File: src/rtl/bird_physics_if.sv
// rtl/bird_physics_if.sv - game-control bundle between game_fsm/input path and bird_physics
// master drives state, tick, mouse and pipe geometry; slave returns bird_y, collision, score_pulse.
interface bird_physics_if;
  logic [1:0]  state;
  logic        frame_tick;
  logic        mouse_left;
  logic [10:0] pipe_x;
  logic [9:0]  pipe_gap_y;
  logic [9:0]  bird_y;
  logic        collision;
  logic        score_pulse;

  modport master (
    output state, frame_tick, mouse_left, pipe_x, pipe_gap_y,
    input  bird_y, collision, score_pulse
  );

  modport slave (
    input  state, frame_tick, mouse_left, pipe_x, pipe_gap_y,
    output bird_y, collision, score_pulse
  );
endinterface

File: src/rtl/bird_physics.sv
// rtl/bird_physics.sv - per-frame bird vertical motion, collision and score pulse
// Optional BIRD_GODMODE_EN removes the pipe-hit term; ceiling/ground and scoring remain.
module bird_physics #(
  parameter int BIRD_X    = 200,
  parameter int BIRD_SIZE = 32,
  parameter int PIPE_W    = 64,
  parameter int GAP_H     = 160,
  parameter int SCREEN_H  = 600,
  parameter int START_Y   = 284,
  parameter int GRAVITY   = 1,
  parameter int FLAP_VEL  = -10,
  parameter int VMAX      = 12
) (
  input  logic          i_clk,
  input  logic          i_rst,
  bird_physics_if.slave io_bus
);

  typedef enum logic [1:0] {
    MODE_START = 2'b00,
    MODE_GAME  = 2'b01,
    MODE_OVER  = 2'b10,
    MODE_ALT   = 2'b11
  } mode_t;

  localparam logic signed [11:0] C_ZERO  = 12'sd0;
  localparam logic signed [11:0] C_FLAP  = 12'(FLAP_VEL);
  localparam logic signed [11:0] C_GRAV  = 12'(GRAVITY);
  localparam logic signed [11:0] C_VMAX  = 12'(VMAX);
  localparam logic signed [11:0] C_Y_MAX = 12'(SCREEN_H - BIRD_SIZE);

  localparam logic [12:0] C_BIRD_X = 13'(BIRD_X);
  localparam logic [12:0] C_BIRD_R = 13'(BIRD_X + BIRD_SIZE);
  localparam logic [12:0] C_PIPE_W = 13'(PIPE_W);

  localparam logic [9:0] C_START_Y = 10'(START_Y);

  logic              r_mouse_d;
  logic              r_flap_pending;
  logic signed [5:0] r_vel;
  logic [9:0]        r_bird_y;
  logic              r_collision;
  logic              r_score_pulse;
  logic              r_passed;

  mode_t              w_mode;
  logic               w_in_game;
  logic               w_in_over;
  logic               w_flap_edge;
  logic signed [11:0] w_vel_ext;
  logic signed [11:0] w_vel_inc;
  logic signed [11:0] w_vel_n;
  logic signed [11:0] w_y_sum;
  logic signed [11:0] w_y_n;
  logic               w_hit_ceil;
  logic               w_hit_ground;
  logic               w_pipe_hit;
  logic               w_hit;
  logic [12:0]        w_px;
  logic               w_crossed;
  logic               w_new_pipe;

  assign w_mode      = mode_t'(io_bus.state);
  assign w_in_game   = (w_mode == MODE_GAME);
  assign w_in_over   = (w_mode == MODE_OVER);
  assign w_flap_edge = io_bus.mouse_left & ~r_mouse_d;

  // Velocity and position are evaluated in signed 12-bit so the ceiling overshoot stays visible.
  always_comb begin
    w_vel_ext = {{6{r_vel[5]}}, r_vel};
    w_vel_inc = w_vel_ext + C_GRAV;
    w_vel_n   = w_vel_inc;
    if (r_flap_pending) begin
      w_vel_n = C_FLAP;
    end else if (w_vel_inc > C_VMAX) begin
      w_vel_n = C_VMAX;
    end

    w_y_sum = signed'({2'b00, r_bird_y}) + w_vel_n;
    w_y_n   = w_y_sum;
    if (w_y_sum < C_ZERO) begin
      w_y_n = C_ZERO;
    end else if (w_y_sum > C_Y_MAX) begin
      w_y_n = C_Y_MAX;
    end
  end

  assign w_hit_ceil   = (w_y_sum <= C_ZERO);
  assign w_hit_ground = (w_y_sum >= C_Y_MAX);

  assign w_px       = {2'b00, io_bus.pipe_x};
  assign w_crossed  = ((w_px + C_PIPE_W) < C_BIRD_X);
  assign w_new_pipe = (w_px >= C_BIRD_R);

`ifdef BIRD_GODMODE_EN
  assign w_pipe_hit = 1'b0;
`else
  localparam logic [12:0] C_BIRD_SZ = 13'(BIRD_SIZE);
  localparam logic [12:0] C_GAP_H   = 13'(GAP_H);

  logic [12:0] w_y_u;
  logic [12:0] w_gap_u;
  logic        w_overlap;
  logic        w_outside_gap;

  // w_y_n is clamped non-negative, so a zero-extended view is safe for the unsigned compares.
  assign w_y_u         = {1'b0, w_y_n};
  assign w_gap_u       = {3'b000, io_bus.pipe_gap_y};
  assign w_overlap     = (w_px < C_BIRD_R) && ((w_px + C_PIPE_W) > C_BIRD_X);
  assign w_outside_gap = (w_y_u < w_gap_u) || ((w_y_u + C_BIRD_SZ) > (w_gap_u + C_GAP_H));
  assign w_pipe_hit    = w_overlap & w_outside_gap;
`endif

  assign w_hit = w_hit_ceil | w_hit_ground | w_pipe_hit;

  always_ff @(posedge i_clk) begin
    if (i_rst) begin
      r_mouse_d      <= 1'b0;
      r_flap_pending <= 1'b0;
      r_vel          <= '0;
      r_bird_y       <= C_START_Y;
      r_collision    <= 1'b0;
      r_score_pulse  <= 1'b0;
      r_passed       <= 1'b0;
    end else begin
      r_mouse_d     <= io_bus.mouse_left;
      r_score_pulse <= 1'b0;
      if (w_in_game) begin
        // A click landing on the tick itself is kept for the following frame.
        r_flap_pending <= io_bus.frame_tick ? w_flap_edge : (r_flap_pending | w_flap_edge);
        if (io_bus.frame_tick) begin
          r_vel    <= w_vel_n[5:0];
          r_bird_y <= w_y_n[9:0];
          if (w_hit) begin
            r_collision <= 1'b1;
          end else if (w_crossed && !r_passed) begin
            r_score_pulse <= 1'b1;
            r_passed      <= 1'b1;
          end
          if (w_new_pipe) begin
            r_passed <= 1'b0;
          end
        end
      end else if (w_in_over) begin
        r_flap_pending <= 1'b0;
      end else begin
        r_flap_pending <= 1'b0;
        r_vel          <= '0;
        r_bird_y       <= C_START_Y;
        r_collision    <= 1'b0;
        r_passed       <= 1'b0;
      end
    end
  end

  assign io_bus.bird_y      = r_bird_y;
  assign io_bus.collision   = r_collision;
  assign io_bus.score_pulse = r_score_pulse;

endmodule

File: src/flat_wrapper.sv
// flat-port wrapper written by rule: the top's interface ports become plain ports
module bird_physics_flat 
#(
  parameter int BIRD_X    = 200,
  parameter int BIRD_SIZE = 32,
  parameter int PIPE_W    = 64,
  parameter int GAP_H     = 160,
  parameter int SCREEN_H  = 600,
  parameter int START_Y   = 284,
  parameter int GRAVITY   = 1,
  parameter int FLAP_VEL  = -10,
  parameter int VMAX      = 12
)
  (i_clk, i_rst, io_bus_state, io_bus_frame_tick, io_bus_mouse_left, io_bus_pipe_x, io_bus_pipe_gap_y, io_bus_bird_y, io_bus_collision, io_bus_score_pulse);
  bird_physics_if io_bus_i ();
  input  logic i_clk;
  input  logic i_rst;
  input wire logic [$bits(io_bus_i.state)-1:0] io_bus_state;
  input wire logic [$bits(io_bus_i.frame_tick)-1:0] io_bus_frame_tick;
  input wire logic [$bits(io_bus_i.mouse_left)-1:0] io_bus_mouse_left;
  input wire logic [$bits(io_bus_i.pipe_x)-1:0] io_bus_pipe_x;
  input wire logic [$bits(io_bus_i.pipe_gap_y)-1:0] io_bus_pipe_gap_y;
  output wire logic [$bits(io_bus_i.bird_y)-1:0] io_bus_bird_y;
  output wire logic [$bits(io_bus_i.collision)-1:0] io_bus_collision;
  output wire logic [$bits(io_bus_i.score_pulse)-1:0] io_bus_score_pulse;
  assign io_bus_i.state = io_bus_state;
  assign io_bus_i.frame_tick = io_bus_frame_tick;
  assign io_bus_i.mouse_left = io_bus_mouse_left;
  assign io_bus_i.pipe_x = io_bus_pipe_x;
  assign io_bus_i.pipe_gap_y = io_bus_pipe_gap_y;
  assign io_bus_bird_y = io_bus_i.bird_y;
  assign io_bus_collision = io_bus_i.collision;
  assign io_bus_score_pulse = io_bus_i.score_pulse;
  bird_physics #(.BIRD_X(BIRD_X), .BIRD_SIZE(BIRD_SIZE), .PIPE_W(PIPE_W), .GAP_H(GAP_H), .SCREEN_H(SCREEN_H), .START_Y(START_Y), .GRAVITY(GRAVITY), .FLAP_VEL(FLAP_VEL), .VMAX(VMAX)) u_core (.i_clk(i_clk), .i_rst(i_rst), .io_bus(io_bus_i));
endmodule
File: config.mk
export PLATFORM = sky130hd
export DESIGN_NAME = bird_physics_flat
export DESIGN_NICKNAME = d
export VERILOG_FILES = /design/src/rtl/bird_physics_if.sv /design/src/rtl/bird_physics.sv /design/src/flat_wrapper.sv
export SDC_FILE = /design/constraint.sdc
export NUM_CORES = 1
export LEC_CHECK = 0
export CAP_MARGIN = 0
export CORE_UTILIZATION = 45
export CTS_BUF_LIST = sky130_fd_sc_hd__clkbuf_4
export DETAILED_ROUTE_END_ITERATION = 12
export PLACE_DENSITY = 0.74
export REMOVE_ABC_BUFFERS = 1
export SYNTH_ARGS = -nofsm -noshare
export SYNTH_HDL_FRONTEND = slang
export SYNTH_SLANG_ARGS = --single-unit
File: constraint.sdc
create_clock -name i_clk -period 6.9 [get_ports i_clk]
set_input_delay 1.38 -clock i_clk [delete_from_list [all_inputs] [get_ports i_clk]]
set_output_delay 1.38 -clock i_clk [all_outputs]
set_load 0.02 [all_outputs]
==> flow_summary.json, run 1 <==
{
  "worst_slew_margin_rel_pct": 31.6,
  "drive_gt1_share_pct": 8.79,
  "path_class": "reg2reg",
  "post_cts_hold_buffer_count": 0,
  "critPathRequiredTime_ns": 7.11,
  "syn_area_per_cell_um2": 8.05,
  "yosysSeqAreaShare_pct": 15.6,
  "detailroute.via_count": 2586,
  "fp.dieArea_um2": 6310,
  "maximum_number_of_pins_on_one_net_before_global_route_repair": 14,
  "number_of_top_level_design_ports": 39,
  "std_cell_rows": 27,
  "grt_pass1_wl_mm": 11.2,
  "yosys_register_bits": 21,
  "clock.fmax_mhz": 169,
  "yosysWarnings": 0,
  "clkTransAtPathRegs_ns": 0.13,
  "holdWs_ns": 0.497,
  "final_instance_area_um2": 3130,
  "p_per_area_nw_per_um2": 100,
  "final_nets": 424,
  "dpl.cell_count": 432,
  "worst_ir_drop_vdd_mv": 0.0577,
  "hold_violations": 0,
  "design.core.area_um2": 5640,
  "synth.cells.most_frequent": "sky130_fd_sc_hd__ha_1, sky130_fd_sc_hd__inv_1, sky130_fd_sc_hd__nand2_1",
  "post-route-min-period_ns": 5.92,
  "cts_resized": 0,
  "worst_setup_path_end_kind": "flip-flop",
  "cts_inserted_buffers": 3,
  "period_share_pct": 85.7,
  "place.gp.congestion": 0.875,
  "drc": 0,
  "detailed_route_vias_per_instance": 5.93,
  "worst_setup_path_start_kind": "flip-flop",
  "finalSetupViolations": 0,
  "grt.overflow.total": 0,
  "min_path_type": "reg2reg",
  "synth-edff-count": 0,
  "grt_antenna_before_repair": 0,
  "synthArstFlopShare_pct": 0,
  "ys_top_cells_by_area": "sky130_fd_sc_hd__dfxtp_1, sky130_fd_sc_hd__ha_1, sky130_fd_sc_hd__a21oi_1, sky130_fd_sc_hd__xnor2_1, sky130_fd_sc_hd__inv_1",
  "grtUsageTotal_pct": 22.2,
  "drt_pass1_iterations": 4,
  "cts_root_buf": "sky130_fd_sc_hd__clkbuf_4",
  "final_max_slew_viol_count": 0,
  "fin_tns_setup_ns": 0,
  "route.final.wire_length_mm": 6.62,
  "maxCapViolCount": 0,
  "detailedPlacementHpwl_mm": 5.33,
  "yosys.area.top_type": "sky130_fd_sc_hd__dfxtp_1",
  "tightestPinTransition_ns": 1.02,
  "h-tree-depth": 1,
  "inserted_diodes": 0,
  "synth-main-ff-cell": "sky130_fd_sc_hd__dfxtp_1",
  "netlist_instances": 335,
  "power.leakage_nw": 1.26,
  "clock_path_buffers": 2,
  "die_width_um": 79.4,
  "setup_ws_ns": 0.985,
  "synth_unique_cells": 81,
  "drt_iter0_markers": 170,
  "placement_stage_worst_setup_slack_ns": 1.06,
  "clk-insertion-delay-late_ns": 0.32,
  "cts_tree": "built",
  "port_buffers": 38,
  "report.power.total_mw": 0.314,
  "yosys_top_cell_area_share_pct": 15.6,
  "count_of_antenna_violating_nets_left_after_detailed_routing": 0,
  "cts.sinks": 21,
  "yosysMostFrequentCell": "sky130_fd_sc_hd__ha_1",
  "postLayoutCoreUtil_pct": 55.5,
  "placement.cell_area_um2": 3100,
  "clock_skew_ns": 0.00676,
  "syn_to_final_growth_pct": 16.1,
  "starting_density_pct": 47.8,
  "grt_setup_unrepaired": "false",
  "final_std_cells_w_o_fill": 436,
  "netlist_area_um2": 2700,
  "first_global_vias": 2421,
  "routed_wire_length_per_instance_um": 15.2,
  "status": "finished, final reports clean",
  "post_cts_buffers": 0,
  "arrival_ns": 6.13,
  "fill_cells": 552,
  "die_y_um": 79.4,
  "critical_path_peak_fanout": 9
}
-- worst max-delay path, stage by stage (launching register included) --
cell,delay (ns)
sky130_fd_sc_hd__dfxtp_1,0.48
sky130_fd_sc_hd__ha_1,0.33
sky130_fd_sc_hd__nand3_1,0.15
sky130_fd_sc_hd__nand2b_1,0.19
sky130_fd_sc_hd__a22oi_1,0.19
sky130_fd_sc_hd__o22ai_1,0.13
sky130_fd_sc_hd__nor3_1,0.16
sky130_fd_sc_hd__ha_1,0.22
sky130_fd_sc_hd__inv_1,0.06
sky130_fd_sc_hd__fa_1,0.40
sky130_fd_sc_hd__nor2b_1,0.24
sky130_fd_sc_hd__nor2_1,0.12
sky130_fd_sc_hd__a2111oi_4,0.37
sky130_fd_sc_hd__nor2_2,0.14
sky130_fd_sc_hd__o311a_1,0.42
sky130_fd_sc_hd__mux2i_4,0.28
sky130_fd_sc_hd__a21o_4,0.19
sky130_fd_sc_hd__nor2_1,0.07
sky130_fd_sc_hd__ha_1,0.24
sky130_fd_sc_hd__xor2_1,0.17
sky130_fd_sc_hd__ha_1,0.32
sky130_fd_sc_hd__a21oi_1,0.14
sky130_fd_sc_hd__nor2b_1,0.06
sky130_fd_sc_hd__o21ai_0,0.19
sky130_fd_sc_hd__o211ai_1,0.13
sky130_fd_sc_hd__a2bb2oi_1,0.14
sky130_fd_sc_hd__a2bb2oi_1,0.17
sky130_fd_sc_hd__o21ai_1,0.08
-- layout by cell type (no fill, tap or decap), types with 2 or more instances in the layout --
master / instances
sky130_fd_sc_hd__a31oi_1: 2
sky130_fd_sc_hd__o2111ai_1: 5
sky130_fd_sc_hd__o31ai_1: 6
sky130_fd_sc_hd__or2_1: 2
sky130_fd_sc_hd__a21oi_1: 22
sky130_fd_sc_hd__o22ai_1: 6
sky130_fd_sc_hd__o21ai_0: 16
sky130_fd_sc_hd__a211o_1: 3
sky130_fd_sc_hd__clkdlybuf4s50_1: 38
sky130_fd_sc_hd__nor2_1: 24
sky130_fd_sc_hd__xnor2_1: 12
sky130_fd_sc_hd__xor2_1: 6
sky130_fd_sc_hd__o32ai_2: 2
sky130_fd_sc_hd__nor4_1: 4
sky130_fd_sc_hd__o41ai_1: 2
sky130_fd_sc_hd__ha_1: 31
sky130_fd_sc_hd__a31oi_2: 2
sky130_fd_sc_hd__nand3_1: 10
sky130_fd_sc_hd__o21a_1: 3
sky130_fd_sc_hd__nor3_1: 5
sky130_fd_sc_hd__nand4_1: 9
sky130_fd_sc_hd__a31o_1: 2
sky130_fd_sc_hd__inv_1: 26
sky130_fd_sc_hd__o21ai_1: 2
sky130_fd_sc_hd__and2_1: 2
sky130_fd_sc_hd__nor3_2: 2
sky130_fd_sc_hd__nor2b_1: 4
sky130_fd_sc_hd__nand2_1: 25
sky130_fd_sc_hd__or2_2: 3
sky130_fd_sc_hd__dfxtp_1: 21
sky130_fd_sc_hd__o211ai_1: 4
sky130_fd_sc_hd__a22o_1: 6
sky130_fd_sc_hd__clkbuf_4: 4
sky130_fd_sc_hd__nand2b_1: 3
sky130_fd_sc_hd__a21o_1: 5
sky130_fd_sc_hd__a211oi_2: 2
sky130_fd_sc_hd__a2bb2oi_1: 2
-- state kept, by name (all words and copies together) (netlist names) --
| signal | cells |
|---|---|
| u_core.r_vel | 6 |
| u_core.io_bus.collision | 1 |
| u_core.io_bus.score_pulse | 1 |
| u_core.r_flap_pending | 1 |
| u_core.r_mouse_d | 1 |
| u_core.io_bus.bird_y | 10 |
| u_core.r_passed | 1 |
-- cell type report --
cell class	instances	area, um2	area share (%)
Multi-Input combinational cell	274	2110	67.2
Sequential cell	21	420	13.4
Timing Repair Buffer	39	388	12.4
Inverter	26	97.6	3.12
Tap cell	72	90.1	2.88
Clock buffer	4	30.0	0.959
-- power breakdown --
group	total, mW	leakage, nW	switching [mW]	internal [mW]
clock network	0.0688	0.0184	0.0422	0.0265
registers	0.126	0.170	0.00254	0.123
logic	0.119	1.07	0.0646	0.0546
total	0.314	1.26	0.109	0.204
-- cell families after synthesis --
logic type	count (synthesis)	synth area share [%]
AO/OA/AOI/OAI	119	36.5
AND/OR/NAND/NOR	102	19.3
buffers and inverters	40	6.31
adder cells (fa/ha/maj)	32	15.1
flip-flops	21	15.6
XOR/XNOR	18	5.85
multiplexers	2	1.21
other	1	0.139
-- metal layers --
metal  global-route usage (%)  share of wire, %  vias to the layer above
li1                         -                 -                     1337
met1                     29.7                49                     1197
met2                     37.6                47                       48
met3                     2.63               2.9                        4
met4                     5.64              0.89                        0
met5                        0                 0                        -
-- final timing paths --
path	startpoint	endpoint	slack (ns)	depth (start not counted)
worst max register to register	u_core.r_vel[0]$_SDFFE_PP0P_	u_core.io_bus.collision$_SDFFE_PP0P_	0.98	27
worst min register to register	u_core.io_bus.bird_y[5]$_SDFFE_PP0P_	u_core.io_bus.bird_y[5]$_SDFFE_PP0P_	0.50	2
worst min-delay path	u_core.io_bus.bird_y[5]$_SDFFE_PP0P_	u_core.io_bus.bird_y[5]$_SDFFE_PP0P_	0.50	2
worst max-delay path	u_core.r_vel[0]$_SDFFE_PP0P_	u_core.io_bus.collision$_SDFFE_PP0P_	0.98	27
No activity file was read; power rests on OpenSTA's default activity.
==> inputs of run 2 (changes only) <==
==> constraint.sdc (replaced) <==
create_clock -name i_clk -period 6.9 [get_ports i_clk]
set_input_delay 1.035 -clock i_clk [delete_from_list [all_inputs] [get_ports i_clk]]
set_output_delay 1.035 -clock i_clk [all_outputs]
set_load 0.02 [all_outputs]
==> results of run 2 <==
Final layout, timing and power as in run 1 (identical DEF).
